`src/rtl/req_encoder_pkg.sv`:
```
// rtl/req_encoder_pkg.sv - shared types and constants for the 16-line request encoder
package enc_pkg;

  localparam int N_LINES = 16;
  localparam int CODE_W  = 4;

  typedef logic [CODE_W-1:0]  code_t;
  typedef logic [N_LINES-1:0] lines_t;

  typedef enum logic {
    IDLE,
    PRESENT
  } state_t;

  function automatic lines_t onehot(code_t c);
    return lines_t'(1) << c;
  endfunction

endpackage

```
`src/rtl/req_encoder_if.sv`:
```
// rtl/req_encoder_if.sv - valid/ready code channel between encoder (master) and consumer (slave)
interface req_encoder_if;
  import enc_pkg::*;

  logic  valid;
  logic  ready;
  code_t code;

  modport master (output valid, output code, input ready);
  modport slave  (input valid, input code, output ready);

endinterface

```
`src/rtl/req_encoder_prio_pick.sv`:
```
// rtl/req_encoder_prio_pick.sv - find-first-set over 16 lines, search starting at a rotating offset
module prio_pick
  import enc_pkg::*;
(
  input  lines_t req,
  input  code_t  start,
  output logic   found,
  output code_t  idx
);

  code_t j;

  // Scan from farthest to nearest so the nearest set bit to start is written last.
  always_comb begin
    found = 1'b0;
    idx   = '0;
    j     = '0;
    for (int k = N_LINES - 1; k >= 0; k--) begin
      j = start + code_t'(k);
      if (req[j]) begin
        found = 1'b1;
        idx   = j;
      end
    end
  end

endmodule

```
`src/rtl/req_encoder.sv`:
```
// rtl/req_encoder.sv - 16-line active-low request encoder with valid/ready code output.
// ENCODER_RR_EN selects round-robin instead of lowest-index priority.
module req_encoder
  import enc_pkg::*;
(
  input  logic            clk,
  input  logic            rst_n,
  input  lines_t          req_n,
  input  logic            enable,
  req_encoder_if.master   bus,
  output logic            drop
);

  state_t state_q;
  lines_t req_n_q, pending_q, pending_d;
  lines_t fall, clr;
  logic   valid_q, drop_q;
  code_t  code_q, sel, start;
  logic   found, load;

`ifdef ENCODER_RR_EN
  code_t last_q;
  assign start = last_q + code_t'(1);
`else
  assign start = '0;
`endif

  prio_pick u_pick (
    .req   (pending_q),
    .start (start),
    .found (found),
    .idx   (sel)
  );

  assign fall      = req_n_q & ~req_n & {N_LINES{enable}};
  assign load      = found && ((state_q == IDLE) || bus.ready);
  assign clr       = load ? onehot(sel) : '0;
  // A fresh edge on the line being loaded re-pends it rather than counting as a drop.
  assign pending_d = (pending_q & ~clr) | fall;

  always_ff @(posedge clk or negedge rst_n) begin
    if (!rst_n) begin
      state_q   <= IDLE;
      req_n_q   <= '1;
      pending_q <= '0;
      valid_q   <= 1'b0;
      code_q    <= '0;
      drop_q    <= 1'b0;
`ifdef ENCODER_RR_EN
      last_q    <= code_t'(N_LINES - 1);
`endif
    end else begin
      req_n_q   <= req_n;
      pending_q <= pending_d;
      drop_q    <= |(fall & pending_q & ~clr);
`ifdef ENCODER_RR_EN
      if (load) last_q <= sel;
`endif
      case (state_q)
        IDLE: begin
          if (load) begin
            state_q <= PRESENT;
            valid_q <= 1'b1;
            code_q  <= sel;
          end
        end
        PRESENT: begin
          if (bus.ready) begin
            if (load) begin
              code_q <= sel;
            end else begin
              state_q <= IDLE;
              valid_q <= 1'b0;
            end
          end
        end
        default: begin
          state_q <= IDLE;
          valid_q <= 1'b0;
        end
      endcase
    end
  end

  assign bus.valid = valid_q;
  assign bus.code  = code_q;
  assign drop      = drop_q;

endmodule
```
`src/flat_wrapper.sv`:
```
// flat-port wrapper written by rule: the top's interface ports become plain ports
module req_encoder_flat import enc_pkg::*;
  (clk, rst_n, req_n, enable, drop, bus_valid, bus_code, bus_ready);
  req_encoder_if bus_i ();
  input  logic clk;
  input  logic rst_n;
  input  lines_t req_n;
  input  logic enable;
  output logic drop;
  output wire logic [$bits(bus_i.valid)-1:0] bus_valid;
  output wire logic [$bits(bus_i.code)-1:0] bus_code;
  input wire logic [$bits(bus_i.ready)-1:0] bus_ready;
  assign bus_valid = bus_i.valid;
  assign bus_code = bus_i.code;
  assign bus_i.ready = bus_ready;
  req_encoder u_core (.clk(clk), .rst_n(rst_n), .req_n(req_n), .enable(enable), .bus(bus_i), .drop(drop));
endmodule
```
`config.mk`:
```
export PLATFORM = sky130hd
export DESIGN_NAME = req_encoder_flat
export DESIGN_NICKNAME = d
export VERILOG_FILES = /design/src/rtl/req_encoder_pkg.sv /design/src/rtl/req_encoder_if.sv /design/src/rtl/req_encoder_prio_pick.sv /design/src/rtl/req_encoder.sv /design/src/flat_wrapper.sv
export SDC_FILE = /design/constraint.sdc
export NUM_CORES = 1
export LEC_CHECK = 0
export BUFFER_PORTS_ARGS = -buffer_cell sky130_fd_sc_hd__buf_2
export CAP_MARGIN = 10
export CELL_PAD_IN_SITES_DETAIL_PLACEMENT = 0
export CELL_PAD_IN_SITES_GLOBAL_PLACEMENT = 1
export CORE_UTILIZATION = 39
export DETAILED_ROUTE_END_ITERATION = 8
export PLACE_DENSITY_LB_ADDON = 0.1
export SLEW_MARGIN = 20
export SYNTH_ARGS = -nofsm -noshare
export SYNTH_HDL_FRONTEND = slang
export SYNTH_SLANG_ARGS = --single-unit
export TNS_END_PERCENT = 20
```
`constraint.sdc`:
```
create_clock -name clk -period 2.3 [get_ports clk]
set_input_delay 0.115 -clock clk [delete_from_list [all_inputs] [get_ports clk]]
set_output_delay 0.115 -clock clk [all_outputs]
set_load 0.05 [all_outputs]
```
==> results of run 1 <==
## cell families (layout without fill, tap and decap cells)
kind of cell    after synthesis  count (layout)  share of synthesized area [%]
compound gates               52              52                           19.9
flops                        39              39                           53.9
buf+inv                      12              97                           2.44
simple gates                 81              81                           23.8
## what timing repair did
action                     4_1_cts  5_1_grt
buffers inserted                 0        4
hold buffers                    17        0
hold endpoints to repair        39        0
gates cloned                     0        0
pin swaps                        0        7
setup endpoints to repair        1        4
resized for setup                2       21
## worst max-delay path, stage by stage (launching register included)
cell and delay (ns):
dfrtp_1 0.43, buf_4 0.17, o311a_1 0.40, a21oi_4 0.24, o311ai_1 0.19, buf_4 0.20
o21ai_1 0.18, a2bb2oi_1 0.20, nand4b_1 0.10
## power by group through the flow
| stage | clock (mW) | combinational (mW) | sequential [mW] |
|---|---|---|---|
| 2_1_floorplan | 0 | 0.225 | 0.921 |
| 3_3_place_gp | 0 | 0.606 | 0.823 |
| 3_5_place_dp | 0 | 0.605 | 0.828 |
| 4_1_cts | 0.459 | 0.642 | 0.814 |
| 5_1_grt | 0.492 | 0.749 | 0.828 |
| 6_report | 0.447 | 0.698 | 0.817 |
## layer usage
metal / wire length (um) / GRT usage [%] / vias to the layer above
met4: 123 / 9.56 / 0
met1: 2440 / 29.7 / 833
met2: 2350 / 33.1 / 56
li1: - / - / 844
met5: 0 / 0 / -
met3: 231 / 4.70 / 13
## how the worst max path moves through the flow
stage / from / endpoint / depth (start not counted)
3_3_place_gp: u_core.pending_q[7]$_DFF_PN0_ / u_core.drop$_DFF_PN0_ / 7
5_1_grt: u_core.pending_q[6]$_DFF_PN0_ / u_core.drop$_DFF_PN0_ / 7
3_5_place_dp: u_core.pending_q[7]$_DFF_PN0_ / u_core.drop$_DFF_PN0_ / 7
4_1_cts: u_core.pending_q[7]$_DFF_PN0_ / u_core.drop$_DFF_PN0_ / 9
6_report: u_core.pending_q[7]$_DFF_PN0_ / u_core.drop$_DFF_PN0_ / 8
2_1_floorplan: u_core.pending_q[3]$_DFF_PN0_ / u_core.drop$_DFF_PN0_ / 7
## layout make-up
class / count / share of cell area (%)
Clock buffer: 5 / 2.58
Sequential cell: 39 / 37.3
Multi-Input combinational cell: 133 / 33.8
Inverter: 9 / 1.26
Timing Repair Buffer: 80 / 22.0
Tap cell: 52 / 2.44
Clock inverter: 3 / 0.562
## Yosys cell counts, drive strengths merged, types with 2 or more instances
cell	number	area [um^2]
clkbuf	3	11.3
inv	9	33.8
o21a	2	15.0
dfrtp	23	576
o41ai	3	26.3
nand3	3	15.0
o2111ai	3	26.3
nor2	18	67.6
a21oi	9	48.8
nand4	2	12.5
nand2	25	93.8
nand3b	8	60.1
o211ai	2	15.0
o21ai	17	88.8
nor2b	8	50.1
nand4b	2	17.5
a32o	2	20.0
a22o	2	17.5
o311ai	3	26.3
dfstp	16	420
or4	2	22.5
nand2b	3	18.8
o31ai	2	15.0
nor4	5	37.5
## sequential cells by signal, summed over array words and instances, names as in the netlist
name,flops
u_core.drop,1
u_core.bus.code,4
u_core.req_n_q,16
u_core.bus.valid,1
u_core.state_q,1
u_core.pending_q,16
## metrics by stage
stage	area, um^2	instances	hold WS, ns
3_3_place_gp	2280	292	0.226
5_1_grt	2670	321	0.156
2_1_floorplan	1850	184	-0.181
6_report	2670	321	0.131
4_1_cts	2550	317	0.128
3_5_place_dp	2280	292	0.230
==> summary.md, run 1 <==
Routing
- total number of vias: 1,746
- DRC violation count after routing: 0
- First-pass DRT Iterations: 6
- remaining number of nets flagged by the antenna check after routing: 0
- detailed-route wire length: 5140 um
- Avg WL per Cell: 16.0 um
- number of vias per cell after detailed routing: 5.44
- DRT iter0 DRCs: 114

STA
- Slew headroom: 42.8%
- clock skew after layout: 0.00594 ns
- final max-slew violation count: 0
- Setup WS post-layout: 0.0649 ns
- Tightest Pin Transition: 0.858 ns
- minimum period implied by the final worst setup slack: 2.24 ns
- total negative setup slack: 0 ns
- number of endpoints failing setup at the final stage: 0
- number of failing hold endpoints at the final stage: 0
- Tcrit/Tclk final: 97.2%
- Achievable Freq: 447 MHz
- setup repair after global routing missed its margin: yes

CTS
- TritonCTS clock tree: yes
- clock latency reported for the late side of the worst-skew pair: 0.29 ns
- clock sink total: 39
- maximum number of buffers from clock root to sink: 2
- number of H-tree branching levels: 2
- Num CTS Buffers: 5
- Clock Root Buffer: clkbuf_8
- clock-pin slew reported for the worst setup and hold paths after clock tree synthesis: 0.08 ns

Synth
- Synth Area per Inst: 10.0 um^2
- total nets after synthesis: 204
- count of mapped cells out of synthesis: 184
- proportion of register bits with asynchronous set or reset after synthesis: 100%
- number of flops mapped to enable cells by yosys: 0
- Mapped Area: 1850 um^2
- Synth warnings: 0
- Yosys reg bits: 39
- sequential fraction of the synthesis area: 53.9%
- predominant post-synthesis flop cell: dfrtp_1
- post-synthesis cell type count: 40

Cells and area
- multi-input gate area in the final layout: 903 um^2
- Sequential cell area: 997 um^2
- final core utilization: 60.1%
- area added between synthesis and finish: 44.5%
- commonest cells after routing, fill and taps aside: buf_4 (36), nand2_1 (25), buf_2 (25), dfrtp_1 (22), dlygate4sd3_1 (17)
- layout cells sized above 1: 40.9%
- most common library cell in the layout ignoring fill and taps: buf_4
- number of antenna diodes: 0
- number of nets in the layout: 288
- filler cell count in the final layout: 410

Floorplan
- Core Rows: 24
- overall die area: 5020 um^2
- die extent in x: 70.8 um
- starting utilization of the core area: 41.6%
- Die Height: 70.8 um
- IO Count: 26
- Core Area: 4440 um^2

Power and ir drop
- Flop pwr share: 41.6%
- fraction of power spent switching nets: 35.5%
- highest ir drop seen on vdd: 0.446 mV
- NetSw: 696 uW
- post-route total power: 1.96 mW
- relative contribution of the clock network to total power: 22.8%
- combinational group share of total power: 35.6%
- internal power: 1.27 mW
- leakage power of the design: 1.11 nW
- Cell Pwr Density: 734 nW/um^2

Worst setup path
- minimum setup slack among reg-to-reg paths: 0.06 ns
- data required time at the worst endpoint: 2.47 ns
- Worst Path Arrival: 2.40 ns
- Worst Path Max Fanout: 6
- worst reg2reg path depth: 8
- Critical Path End Type: flop
- FF-to-FF Start: u_core.pending_q[7]$_DFF_PN0_
- R2R Path End: u_core.drop$_DFF_PN0_
- CP startpoint kind: flop
- kind of critical path: flop to flop

Global route
- All-Layer GR Usage: 21.7%
- remaining global-route overflow: 0
- pin count of the biggest net entering global routing: 40
- wire length of the first global-routing pass: 8310 um
- number of antenna violations at the first check in global routing: 0
- vias in the first global route: 1,698

Hold path
- terminating pin of the worst hold path: u_core.bus.valid$_DFFE_PN0P_
- Hold Path Depth: 4
- Worst Hold Launch: bus_ready
- Hold WC Path Type: primary input to flop

Run status
- result of the run: finished clean

Run
- number of violations of the max-capacitance limit: 0

Placed design
- placed wire-length estimate: 3710 um
- number of buffers inserted by port buffering: 25
- RePlAce Congestion: 0.956
- dpl ws: 0.000328 ns

Power figures use the tool's default switching activity.
==> inputs of run 2 (changes only) <==
Settings changed: CORE_UTILIZATION 39 to 40, CTS_BUF_LIST set to sky130_fd_sc_hd__clkbuf_8.
==> summary.md, run 2 (same netlist as run 1, synthesis figures left out) <==
Routing
- remaining number of nets flagged by the antenna check after routing: 0
- number of vias per cell after detailed routing: 5.54
- total number of vias: 1,740
- First-pass DRT Iterations: 4
- uppermost routed layer: met4
- Avg WL per Cell: 16.4 um
- DRT iter0 DRCs: 53
- metal3 WL: 250 um
- met1 WL: 2410 um
- detailed-route wire length: 5160 um
- DRC violation count after routing: 0
- Met2 Wirelength: 2420 um

Global route
- remaining global-route overflow: 0
- number of antenna violations at the first check in global routing: 0
- wire length of the first global-routing pass: 8100 um
- pin count of the biggest net entering global routing: 40
- All-Layer GR Usage: 21.5%
- vias in the first global route: 1,666

Worst setup path
- data required time at the worst endpoint: 2.48 ns
- kind of critical path: flop to flop
- slowest CP cell: or4_4
- R2R Path End: u_core.drop$_DFF_PN0_
- minimum setup slack among reg-to-reg paths: 0.05 ns
- CP startpoint kind: flop
- worst reg2reg path depth: 8
- FF-to-FF Start: u_core.pending_q[0]$_DFF_PN0_
- Worst Path Max Fanout: 2
- cells along the critical path: or4_4 > nor4_4 > buf_4 > nand3_2 > o2111ai_2 > o211ai_1 > a2bb2oi_2 > nand4b_1
- Worst Path Arrival: 2.43 ns
- Critical Path Max Stage Delay: 0.57 ns
- Critical Path End Type: flop

Power and ir drop
- NetSw: 690 uW
- Flop pwr share: 42.7%
- relative contribution of the clock network to total power: 25.5%
- post-route total power: 1.96 mW
- fraction of power spent switching nets: 35.1%
- Cell Pwr Density: 751 nW/um^2
- highest ir drop seen on vdd: 0.416 mV
- internal power: 1.27 mW
- leakage power of the design: 1.07 nW
- combinational group share of total power: 31.8%

Floorplan
- Core Area: 4380 um^2
- IO Count: 26
- overall die area: 4900 um^2
- starting utilization of the core area: 42.2%
- die extent in x: 70.0 um
- Core Rows: 24
- Die Height: 70.0 um

CTS
- clock sink total: 39
- maximum number of buffers from clock root to sink: 2
- number of H-tree branching levels: 2
- clock-pin slew reported for the worst setup and hold paths after clock tree synthesis: 0.08 ns
- Num CTS Buffers: 5
- TritonCTS clock tree: yes
- clock latency reported for the late side of the worst-skew pair: 0.30 ns
- Clock Root Buffer: clkbuf_8

Cells and area
- final core utilization: 59.6%
- number of antenna diodes: 0
- filler cell count in the final layout: 401
- layout cells sized above 1: 40.1%
- most common library cell in the layout ignoring fill and taps: buf_4
- commonest cells after routing, fill and taps aside: buf_4 (31), nand2_1 (25), buf_2 (25), dfrtp_1 (21), dlygate4sd3_1 (17)
- number of nets in the layout: 281
- area added between synthesis and finish: 41.4%
- Design Area, Final: 2610 um^2
- fin cells: 314

Placed design
- Placed Area: 2230 um^2
- number of cells in the design after placement: 285
- number of buffers inserted by port buffering: 25
- RePlAce Congestion: 0.907
- placed wire-length estimate: 3570 um

STA
- Achievable Freq: 444 MHz
- final hold slack: 0.121 ns
- minimum period implied by the final worst setup slack: 2.25 ns
- Tcrit/Tclk final: 97.9%
- Tightest Pin Transition: 0.867 ns
- Slew headroom: 42.2%
- final max-slew violation count: 0
- clock skew after layout: 0.0108 ns
- number of endpoints failing setup at the final stage: 0
- number of failing hold endpoints at the final stage: 0

Run
- number of violations of the max-capacitance limit: 0

Hold path
- Hold Path Depth: 4
- terminating pin of the worst hold path: u_core.bus.valid$_DFFE_PN0P_
- Worst Hold Launch: bus_ready
- Hold WC Path Type: primary input to flop

Run status
- result of the run: finished clean

-- run 2: routing by layer --
metal  global-route usage (%)  vias up
li1                         -      831
met1                     29.7      850
met2                     33.2       50
met3                     4.62        9
met4                     7.56        0
met5                        0        -
-- run 2: power by group through the flow --
stage	combinational [mW]	clock, mW	sequential (mW)
after floorplan	0.225	0	0.921
after global placement	0.554	0	0.840
after detailed placement	0.548	0	0.844
after CTS	0.579	0.511	0.832
after global routing	0.672	0.544	0.849
final	0.623	0.501	0.838
-- run 2: timing repair --
action / 4_1_cts / 5_1_grt
endpoints found under the hold margin: 39 / 0
setup buffers: 0 / 4
resized for setup: 2 / 17
pin swaps: 1 / 9
hold buffers: 17 / 0
setup endpoints to repair: 1 / 1
-- run 2: worst max-delay path, delay by kind of cell (launching register included) --
| kind | cells | cell delay [ns] |
|---|---|---|
| compound gates | 3 | 0.50 |
| buf+inv | 1 | 0.17 |
| flops | 1 | 0.38 |
| simple gates | 4 | 1.08 |
-- run 2: worst max path at each step --
| stage | from | to | slack (ns) | depth (start not counted) |
|---|---|---|---|---|
| after CTS | u_core.pending_q[7]$_DFF_PN0_ | u_core.drop$_DFF_PN0_ | 0.01 | 8 |
| after global routing | u_core.pending_q[2]$_DFF_PN0_ | u_core.drop$_DFF_PN0_ | -0.06 | 8 |
| final | u_core.pending_q[0]$_DFF_PN0_ | u_core.drop$_DFF_PN0_ | 0.05 | 8 |
| after global placement | u_core.pending_q[7]$_DFF_PN0_ | u_core.drop$_DFF_PN0_ | -0.20 | 8 |
| after floorplan | u_core.pending_q[3]$_DFF_PN0_ | u_core.drop$_DFF_PN0_ | 0.12 | 7 |
| after detailed placement | u_core.pending_q[7]$_DFF_PN0_ | u_core.drop$_DFF_PN0_ | -0.09 | 8 |
-- run 2: per-stage QoR --
| stage | TNS (ns) | setup WS (ns) |
|---|---|---|
| final | 0 | 0.0493 |
| after global routing | -0.0559 | -0.0559 |
| after CTS | 0 | 0.0113 |
| after detailed placement | -0.0852 | -0.0852 |
| after global placement | -0.205 | -0.205 |
| after floorplan | 0 | 0.122 |
-- run 2: layout make-up --
| class | count | area [um^2] | area share [%] |
|---|---|---|---|
| clock buffers | 6 | 82.6 | 3.16 |
| multi-input cells | 133 | 888 | 34.0 |
| well taps | 52 | 65.1 | 2.49 |
| repair buffers | 73 | 528 | 20.2 |
| clock inverters | 2 | 16.3 | 0.623 |
| flip-flops and latches | 39 | 998 | 38.2 |
| inverters | 9 | 33.8 | 1.29 |
